**src/rtl/acc_cpu_pkg.sv**
```systemverilog
// Shared definitions for the accumulator CPU: opcodes, controller states and
// the parameter sanity check on instruction word width.
package acc_cpu_pkg;

  typedef enum logic [2:0] {
    OpHlt = 3'd0,
    OpSkz = 3'd1,
    OpAdd = 3'd2,
    OpAnd = 3'd3,
    OpXor = 3'd4,
    OpLda = 3'd5,
    OpSto = 3'd6,
    OpJmp = 3'd7
  } opcode_e;

  typedef enum logic [2:0] {
    StFetch,
    StDecode,
    StRead,
    StWrite,
    StHalt
  } state_e;

  // The word must hold a 3-bit opcode above the address field.
  function automatic bit widths_ok(input int unsigned data_w, input int unsigned addr_w);
    return data_w >= addr_w + 3;
  endfunction

endpackage

```
**src/rtl/acc_cpu_if.sv**
```systemverilog
// Single memory port of the accumulator CPU: req/ack handshake, any latency.
interface acc_cpu_if #(
  parameter int unsigned DATA_W = 8,
  parameter int unsigned ADDR_W = 5
);
  logic              mem_req;
  logic              mem_we;
  logic [ADDR_W-1:0] mem_addr;
  logic [DATA_W-1:0] mem_wdata;
  logic [DATA_W-1:0] mem_rdata;
  logic              mem_ack;

  modport master (
    output mem_req, mem_we, mem_addr, mem_wdata,
    input  mem_rdata, mem_ack
  );

  modport slave (
    input  mem_req, mem_we, mem_addr, mem_wdata,
    output mem_rdata, mem_ack
  );
endinterface

```
**src/rtl/acc_cpu_alu.sv**
```systemverilog
// Combinational ALU for the accumulator CPU: ADD/AND/XOR, otherwise passes the
// memory operand through (LDA). Carry-out is only meaningful for ADD.
module acc_cpu_alu
  import acc_cpu_pkg::*;
#(
  parameter int unsigned DATA_W = 8
) (
  input  opcode_e           op_i,
  input  logic [DATA_W-1:0] a_i,
  input  logic [DATA_W-1:0] b_i,
  output logic [DATA_W-1:0] res_o,
  output logic              carry_o
);

  logic [DATA_W:0] sum;

  always_comb begin
    sum     = {1'b0, a_i} + {1'b0, b_i};
    res_o   = b_i;
    carry_o = 1'b0;
    unique case (op_i)
      OpAdd: begin
        res_o   = sum[DATA_W-1:0];
        carry_o = sum[DATA_W];
      end
      OpAnd:   res_o = a_i & b_i;
      OpXor:   res_o = a_i ^ b_i;
      default: ;
    endcase
  end

endmodule

```
**src/rtl/acc_cpu_core.sv**
```systemverilog
// Multi-cycle accumulator CPU core: PC, IR, ACC and controller on one req/ack memory port.
// Optional ADD carry flag (also tested by SKZ) enabled by defining ACC_CPU_CARRY_EN.
module acc_cpu_core
  import acc_cpu_pkg::*;
#(
  parameter int unsigned DATA_W = 8,
  parameter int unsigned ADDR_W = 5,
  parameter int unsigned RST_PC = 0
) (
  input  logic              clk,
  input  logic              rst,
  acc_cpu_if.master         mem,
  output logic              halted,
  output logic [ADDR_W-1:0] pc_dbg,
  output logic [DATA_W-1:0] acc_dbg,
  output logic              carry
);

  if (!widths_ok(DATA_W, ADDR_W)) begin : g_width_check
    $error("acc_cpu_core: DATA_W must be at least ADDR_W+3");
  end

  state_e            state_q;
  logic [ADDR_W-1:0] pc_q;
  logic [DATA_W-1:0] ir_q;
  logic [DATA_W-1:0] acc_q;
  logic              carry_q;
  logic              halted_q;
  logic              req_q;
  logic              we_q;
  logic [ADDR_W-1:0] addr_q;
  logic [DATA_W-1:0] wdata_q;

  opcode_e           opcode;
  logic [ADDR_W-1:0] op_addr;
  logic [DATA_W-1:0] alu_res;
  logic              alu_carry;
  logic              carry_upd;
  logic              skip;

  assign opcode  = opcode_e'(ir_q[DATA_W-1 -: 3]);
  assign op_addr = ir_q[ADDR_W-1:0];

  acc_cpu_alu #(
    .DATA_W (DATA_W)
  ) u_alu (
    .op_i    (opcode),
    .a_i     (acc_q),
    .b_i     (mem.mem_rdata),
    .res_o   (alu_res),
    .carry_o (alu_carry)
  );

`ifdef ACC_CPU_CARRY_EN
  // ALU reports 0 for AND/XOR/LDA, so those clear the flag.
  assign carry_upd = alu_carry;
  assign skip      = (acc_q == '0) || carry_q;
`else
  logic unused_alu_carry;
  assign unused_alu_carry = alu_carry;
  assign carry_upd        = 1'b0;
  assign skip             = (acc_q == '0);
`endif

  always_ff @(posedge clk or negedge rst) begin
    if (!rst) begin
      state_q  <= StFetch;
      pc_q     <= ADDR_W'(RST_PC);
      ir_q     <= '0;
      acc_q    <= '0;
      carry_q  <= 1'b0;
      halted_q <= 1'b0;
      req_q    <= 1'b0;
      we_q     <= 1'b0;
      addr_q   <= '0;
      wdata_q  <= '0;
    end else begin
      case (state_q)
        // Each access state spends one idle cycle issuing the request, which
        // also guarantees the mandatory gap between consecutive requests.
        StFetch: begin
          if (!req_q) begin
            req_q  <= 1'b1;
            we_q   <= 1'b0;
            addr_q <= pc_q;
          end else if (mem.mem_ack) begin
            req_q   <= 1'b0;
            ir_q    <= mem.mem_rdata;
            pc_q    <= pc_q + 1'b1;
            state_q <= StDecode;
          end
        end
        StDecode: begin
          unique case (opcode)
            OpHlt: begin
              halted_q <= 1'b1;
              state_q  <= StHalt;
            end
            OpSkz: begin
              if (skip) pc_q <= pc_q + 1'b1;
              state_q <= StFetch;
            end
            OpJmp: begin
              pc_q    <= op_addr;
              state_q <= StFetch;
            end
            OpSto:   state_q <= StWrite;
            default: state_q <= StRead;
          endcase
        end
        StRead: begin
          if (!req_q) begin
            req_q  <= 1'b1;
            we_q   <= 1'b0;
            addr_q <= op_addr;
          end else if (mem.mem_ack) begin
            req_q   <= 1'b0;
            acc_q   <= alu_res;
            carry_q <= carry_upd;
            state_q <= StFetch;
          end
        end
        StWrite: begin
          if (!req_q) begin
            req_q   <= 1'b1;
            we_q    <= 1'b1;
            addr_q  <= op_addr;
            wdata_q <= acc_q;
          end else if (mem.mem_ack) begin
            req_q   <= 1'b0;
            we_q    <= 1'b0;
            state_q <= StFetch;
          end
        end
        default: ;
      endcase
    end
  end

  assign mem.mem_req   = req_q;
  assign mem.mem_we    = we_q;
  assign mem.mem_addr  = addr_q;
  assign mem.mem_wdata = wdata_q;

  assign halted  = halted_q;
  assign pc_dbg  = pc_q;
  assign acc_dbg = acc_q;
  assign carry   = carry_q;

endmodule

```
**src/flat_wrapper.sv**
```systemverilog
// flat-port wrapper written by rule: the top's interface ports become plain ports
module acc_cpu_core_flat import acc_cpu_pkg::*;
#(
  parameter int unsigned DATA_W = 8,
  parameter int unsigned ADDR_W = 5,
  parameter int unsigned RST_PC = 0
)
  (clk, rst, halted, pc_dbg, acc_dbg, carry, mem_mem_req, mem_mem_we, mem_mem_addr, mem_mem_wdata, mem_mem_rdata, mem_mem_ack);
  acc_cpu_if #(.DATA_W(DATA_W), .ADDR_W(ADDR_W)) mem_i ();
  input  logic clk;
  input  logic rst;
  output logic halted;
  output logic [ADDR_W-1:0] pc_dbg;
  output logic [DATA_W-1:0] acc_dbg;
  output logic carry;
  output wire logic [$bits(mem_i.mem_req)-1:0] mem_mem_req;
  output wire logic [$bits(mem_i.mem_we)-1:0] mem_mem_we;
  output wire logic [$bits(mem_i.mem_addr)-1:0] mem_mem_addr;
  output wire logic [$bits(mem_i.mem_wdata)-1:0] mem_mem_wdata;
  input wire logic [$bits(mem_i.mem_rdata)-1:0] mem_mem_rdata;
  input wire logic [$bits(mem_i.mem_ack)-1:0] mem_mem_ack;
  assign mem_mem_req = mem_i.mem_req;
  assign mem_mem_we = mem_i.mem_we;
  assign mem_mem_addr = mem_i.mem_addr;
  assign mem_mem_wdata = mem_i.mem_wdata;
  assign mem_i.mem_rdata = mem_mem_rdata;
  assign mem_i.mem_ack = mem_mem_ack;
  acc_cpu_core #(.DATA_W(DATA_W), .ADDR_W(ADDR_W), .RST_PC(RST_PC)) u_core (.clk(clk), .rst(rst), .mem(mem_i), .halted(halted), .pc_dbg(pc_dbg), .acc_dbg(acc_dbg), .carry(carry));
endmodule
```
**config.mk**
```make
export PLATFORM = sky130hd
export DESIGN_NAME = acc_cpu_core_flat
export DESIGN_NICKNAME = d
export VERILOG_FILES = /design/src/rtl/acc_cpu_pkg.sv /design/src/rtl/acc_cpu_if.sv /design/src/rtl/acc_cpu_alu.sv /design/src/rtl/acc_cpu_core.sv /design/src/flat_wrapper.sv
export SDC_FILE = /design/constraint.sdc
export NUM_CORES = 1
export LEC_CHECK = 0
export CAP_MARGIN = 20
export CORE_MARGIN = 4
export CORE_UTILIZATION = 48
export DETAILED_ROUTE_END_ITERATION = 16
export GPL_TIMING_DRIVEN = 1
export PLACE_DENSITY = 0.73
export SETUP_SLACK_MARGIN = 0.05
export SYNTH_ARGS = -nofsm -noshare
export SYNTH_HDL_FRONTEND = slang
export SYNTH_SLANG_ARGS = --single-unit
export TNS_END_PERCENT = 50
```
**constraint.sdc**
```tcl
create_clock -name clk -period 3.6 [get_ports clk]
set_clock_uncertainty 0.1 [all_clocks]
set_input_delay 0.54 -clock clk [delete_from_list [all_inputs] [get_ports clk]]
set_output_delay 0.54 -clock clk [all_outputs]
set_load 0.03 [all_outputs]
```
==> results of run 1 <==
==> layout make-up <==
| cell class | instances | area [um2] |
|---|---|---|
| clock inverter | 3 | 46.29 |
| multi-input combinational | 198 | 1345 |
| tap | 67 | 83.83 |
| sequential | 40 | 1001 |
| inverter | 6 | 22.52 |
| fill | 430 | 1896 |
| clock buffer | 5 | 68.82 |
| timing repair buffer | 39 | 385.4 |
==> synth_stat cells (all sizes together) (2+ instances only) <==
library cell	count	share of area, %
o22a	2	0.71
a21o	5	1.5
dfrtp	40	41
nor2	21	3.2
a22oi	3	0.91
nor3	8	2.0
a21oi	14	2.8
nor4	2	1.1
and3	2	0.51
or3	2	0.51
a221oi	8	3.3
nand2	33	5.0
buf	12	3.5
ha	9	4.6
inv	6	0.91
o21ai	15	3.0
o22ai	3	0.76
o31ai	4	1.4
a31oi	8	2.3
mux2	15	6.8
nand3	5	1.0
clkbuf	4	0.61
nand2b	6	1.8
a22o	2	0.71
nor2b	8	2.1
xnor2	4	1.4
==> per-layer routing <==
| metal | part of all wire [%] | wire length (um) |
|---|---|---|
| met1 | 48 | 2747 |
| met2 | 48 | 2759 |
| met3 | 3.6 | 209 |
| met4 | 0.88 | 51 |
| met5 | 0 | 0 |
==> critical path: stages <==
cell and delay, ns:
clkdlybuf4s50_1 0.47, ha_1 0.27, inv_1 0.08, fa_1 0.20
nor2b_1 0.06, o21a_1 0.18, or4_1 0.41, a31oi_1 0.25
o31ai_2 0.08
==> registers in the layout, indices dropped and copies added, names as in the netlist <==
name,cells
u_core.acc_dbg,8
u_core.mem.mem_req,1
u_core.ir_q,8
u_core.halted,1
u_core.mem.mem_addr,5
u_core.mem.mem_wdata,8
u_core.pc_dbg,5
u_core.mem.mem_we,1
u_core.state_q,3
==> cell families after synthesis <==
kind of cell,Yosys count,synth area share (%)
AOI/OAI and AO/OA,73,20.77
xor gates and xnor gates,5,1.773
adders and majority gates,10,5.370
buffers and inverters,22,5.015
DFF,40,40.53
muxes,15,6.839
other,1,0.1518
and+or+nand+nor,94,19.55
==> final timing paths <==
check                      cells after the start             start  slack (ns)                      end
max                                            9  mem_mem_rdata[0]        1.13        u_core.acc_dbg[4]
min                                            1               rst        0.26        u_core.state_q[2]
max reg2reg                                    4    u_core.ir_q[6]        1.25        u_core.acc_dbg[1]
min reg2reg                                    1     u_core.halted        0.38            u_core.halted
max in group asynchronous                      1               rst        2.60  u_core.mem.mem_wdata[6]
min in group clk                               1     u_core.halted        0.38            u_core.halted
==> power by group through the flow <==
stage                     sequential, mW  clock (mW)  combinational (mW)
after floorplan                     1.12           0               0.925
after global placement             0.988           0                1.54
after detailed placement           0.991           0                1.56
after CTS                          0.984       0.394                1.57
after global routing                1.04       0.417                1.72
final                              0.987       0.387                1.57
==> metrics by stage <==
step / util (%) / hold slack, ns / setup WS, ns
after floorplan: - / 0.1444 / 1.502
after global placement: 58.53 / 0.3575 / 0.9215
after detailed placement: 58.53 / 0.3649 / 0.8414
after CTS: 60.90 / 0.2990 / 1.166
after global routing: 60.90 / 0.3362 / 1.025
final: 60.90 / 0.2563 / 1.130
==> cells in the final DEF (no fill, tap or decap), types with 2 or more instances in the layout <==
cell,netlist,final
dfrtp_1,40,40
clkdlybuf4s50_1,0,38
nand2_1,33,33
nor2_1,21,21
mux2_2,15,15
o21ai_0,15,15
a21oi_1,14,14
ha_1,9,9
nor2b_1,7,7
a31oi_1,7,7
inv_1,6,6
a221oi_1,6,6
nor3_1,6,6
nand3_1,5,5
nand2b_1,5,5
a21o_1,5,5
clkbuf_8,0,5
xnor2_1,4,4
a22oi_1,3,3
o31ai_1,3,3
o22ai_1,3,3
o22a_1,2,2
or3_1,2,2
nor3_2,2,2
and3_1,2,2
a221oi_2,2,2
a22o_1,2,2
==> impl_metrics.tcl, run 1 <==
set metrics [dict create \
    ys.flop_type "dfrtp_1" \
    root_buffer "clkbuf_8" \
    dp.cells 350 \
    startpoint_type "primary input" \
    slew_violations 0 \
    clk_pin_slew_worst_paths_ns 0.09 \
    die_w_um 79.73 \
    ctsHoldBuffers 0 \
    synth_edf_count 0 \
    grtUsageMet1_pct 27.06 \
    p_total_mw 2.940 \
    post_cts_buffers 0 \
    gp_congestion 0.8937 \
    drv_cap 0 \
    grtUsageMet2_pct 33.89 \
    track_usage_pct 20.03 \
    ys_seq_area_share_pct 40.53 \
    power_density_nw_per_um2 995.6 \
    power_frac_seq_pct 33.6 \
    ant_nets 0 \
    drcViolationCount 0 \
    clkLatencyLatePin_ns 0.30 \
    n_antenna_cell 0 \
    clock_power_share_pct 13.2 \
    leakagePower_nw 1.219 \
    synthArstFlopShare_pct 100.0 \
    max_freq_mhz 404.8 \
    avgSynthCellArea_um2 9.499 \
    antenna_found_initial 0 \
    finalSetupViolCount 0 \
    syn_area_um2 2470 \
    rsz0062_at_grt "false" \
    min_period_over_period_pct 68.62 \
    dieHeight_um 79.73 \
    io_pins 41 \
    placed_area_um2 2838 \
    drive_above_1_share_pct 12.71 \
    routed_via_density 5.665 \
    busiest_layer "met2" \
    end_kind "flip-flop" \
    area_delta_synth_final_pct 19.55 \
    worst_slew_pin_slew_ns 0.8846 \
    grt_overflow 0 \
    finalHoldViolCount 0 \
    row_count 25 \
    stdcell_count 358 \
    p_sw_mw 1.354 \
    drt_iter0_markers 99 \
    cts_buffer_depth 2 \
    htreeDepth 2 \
    hp-class "primary input to async pin" \
    max-slew-margin-rel_pct 41.02 \
    status "finished clean" \
    stdcell_area_um2 2953 \
    swShare_pct 46.07 \
    period_needed_ns 2.470 \
    drtPass1Iterations 4 \
    cts_sinks 40 \
    critPathKind "primary input to flip-flop" \
    tritoncts "done" \
    dieArea_um2 6357 \
    post_drt_wl_per_cell_um 16.11 \
    ys_ff_latch 40 \
    crit_fanout 4 \
    start_util_pct 50.94 \
    grt_pass1_vias 2055 \
    synthCells 260 \
    cp.arrival_ns 2.54 \
    p_comb_share_pct 53.3 \
    p_int_mw 1.586 \
    cp.required_ns 3.67 \
    synth_nets 281 \
    setup_tns_ns 0 \
    vias 2028 \
    gr-usage-met3_pct 3.386 \
    netlist-cell-type-count 55 \
    grt_max_degree 41 \
    ys_warn_count 0 \
    grt_first_pass_wirelength_um 10020 \
    hpwl_um 4156 \
    ir_drop_uv 464.4 \
    nNetsFinal 311 \
    place.port_buffers 39 \
    numCtsBuffers 5 \
    routed_wl_um 5767 \
    core_area_um2 4848 \
    cts_resized 0 \
]
(Power assumes the default switching activity.)
==> inputs of run 2 (changes only) <==
--- a/config.mk
+++ b/config.mk
@@ -10,7 +10,7 @@
 export CORE_UTILIZATION = 48
 export DETAILED_ROUTE_END_ITERATION = 16
 export GPL_TIMING_DRIVEN = 1
-export PLACE_DENSITY = 0.73
+export PLACE_DENSITY = 0.76
 export SETUP_SLACK_MARGIN = 0.05
 export SYNTH_ARGS = -nofsm -noshare
 export SYNTH_HDL_FRONTEND = slang
==> constraint.sdc (replaced) <==
create_clock -name clk -period 2.2 [get_ports clk]
set_clock_uncertainty 0.1 [all_clocks]
set_input_delay 0.33 -clock clk [delete_from_list [all_inputs] [get_ports clk]]
set_output_delay 0.33 -clock clk [all_outputs]
set_load 0.03 [all_outputs]
==> run 2 against run 1 <==
Sequential share of layout area shrank 2.5 points. Die area is the same. Cell count grew 8.4%. Non-clock buffer count grew 30. Critical path depth is the same. The run now ends with hold timing left. First-iteration DRC count grew 12%. Sequential power grew 51%. Core utilization grew 4.8 points. Total power grew 72%. Sequential cell count is the same. Hold slack lost 0.27 ns. Register-to-register slack lost 1.1 ns. Critical endpoint unchanged.
==> impl_metrics.tcl, run 2 (synthesis gave the netlist of run 1 again) <==
set metrics [dict create \
    max-slew-margin-rel_pct 63.50 \
    grt_max_degree 41 \
    cp_num_buf_inv 2 \
    slew_violations 0 \
    routed_via_density 5.644 \
    setup_slack_ns 0.1141 \
    start_util_pct 50.94 \
    dp_worst_setup_slack_ns -0.2105 \
    stdcell_area_um2 3186 \
    max_freq_mhz 479.4 \
    n_antenna_cell 0 \
    final_common_cell "dfrtp_1" \
    final_cell_mix "40 x dfrtp_1, 38 x clkdlybuf4s50_1, 33 x nand2_1" \
    htreeDepth 2 \
    finalSetupViolCount 0 \
    drive_above_1_share_pct 21.18 \
    place.port_buffers 39 \
    ant_nets 0 \
    core_area_um2 4848 \
    rr_worst_depth 6 \
    gp_congestion 0.9074 \
    max_stage_delay_ns 0.42 \
    grt_pass1_vias 2211 \
    area_delta_synth_final_pct 28.98 \
    vias 2190 \
    grt_overflow 0 \
    worst_slew_pin_slew_ns 0.5445 \
    critPathKind "primary input to flip-flop" \
    track_usage_pct 21.87 \
    post_drt_wl_per_cell_um 15.94 \
    stdcell_count 388 \
    period_needed_ns 2.086 \
    grt_first_pass_wirelength_um 10870 \
    power_density_nw_per_um2 1584 \
    drcViolationCount 0 \
    die_w_um 79.73 \
    hp-class "primary input to async pin" \
    rsz0062_at_grt "true" \
    critical_path_depth 9 \
    min_period_over_period_pct 94.81 \
    crit_fanout 2 \
    finalHoldViolCount 40 \
    io_pins 41 \
    slowest_stage "clkdlybuf4s50_1" \
    row_count 25 \
    drtPass1Iterations 4 \
    placed_area_um2 3063 \
    clkLatencyLatePin_ns 0.30 \
    hpwl_um 4613 \
    drv_cap 0 \
    whs_ns -0.01323 \
    cts_buffer_depth 2 \
    nNetsFinal 341 \
    ir_drop_uv 744.9 \
    cts_sinks 40 \
    dp.cells 380 \
    root_buffer "clkbuf_8" \
    clk_pin_slew_worst_paths_ns 0.09 \
    p_total_mw 5.047 \
    leakagePower_nw 1.370 \
    end_kind "flip-flop" \
    drt_iter0_markers 111 \
    antenna_found_initial 0 \
    dieArea_um2 6357 \
    routed_wl_um 6185 \
    cp.arrival_ns 2.18 \
    post_cts_buffers 0 \
    crit_family "buffers and inverters" \
    cp.required_ns 2.29 \
    startpoint_type "primary input" \
    violations "hold timing" \
    status "complete, but fails checks" \
    dieHeight_um 79.73 \
    crit_chain "clkdlybuf4s50_1 > ha_1 > inv_1 > fa_1 > nor2b_1 > o21a_1 > or4_1 > a31oi_1 > o31ai_2" \
    numCtsBuffers 5 \
    tritoncts "done" \
]
-- run 2: changes by cell type in the layout (fill, tap and decap cells not counted), sizes merged --
cell	delta
buf	+30
-- run 2: path summary, 6_finish.rpt --
| kind | startpoint | to | slack (ns) |
|---|---|---|---|
| setup / recovery | mem_mem_rdata[0] | u_core.acc_dbg[4] | 0.11 |
| hold / removal | rst | u_core.state_q[0] | -0.01 |
| setup reg to reg | u_core.acc_dbg[2] | u_core.acc_dbg[4] | 0.19 |
| hold reg to reg | u_core.halted | u_core.halted | 0.38 |
| max in group asynchronous | rst | u_core.acc_dbg[1] | 1.66 |
| min in group clk | u_core.halted | u_core.halted | 0.38 |
-- run 2: layer usage --
metal  track usage (%)  routed length [um]
met3             3.386                 295
met1             27.86                2752
met5                 0                   0
met2             38.23                3032
met4             6.419                 105
-- run 2: area by class of cell --
type                            count  area (um2)
Inverter                            6       22.52
Tap cell                           67       83.83
Sequential cell                    40        1001
Clock inverter                      3       46.29
Fill cell                         420        1663
Timing Repair Buffer               69       610.6
Clock buffer                        5       68.82
Multi-Input combinational cell    198        1353
-- run 2: worst register-to-register path, stage by stage, from the launching register on --
cell	delay, ns
dfrtp_1	0.45
ha_1	0.34
nor2b_1	0.16
o21a_1	0.17
or4_1	0.40
a31oi_1	0.21
o31ai_2	0.07
-- run 2: power by group --
part | internal [mW] | total [mW] | switching, mW
Clock | 0.342 | 0.639 | 0.297
Combinational | 1.34 | 2.92 | 1.58
Sequential | 1.09 | 1.49 | 0.400
Total | 2.77 | 5.05 | 2.28
-- run 2: per-stage QoR --
stage,util (%),setup TNS [ns]
floorplan,-,0
global route,65.70,0
global placement,63.17,-0.7603
detailed placement,63.17,-0.8080
CTS,65.55,0
finish,65.70,0
-- run 2: timing repair --
| action | CTS | global route |
|---|---|---|
| gates resized for setup | 0 | 1 |
| setup endpoints to repair | 0 | 3 |
| hold buffers | 0 | 0 |
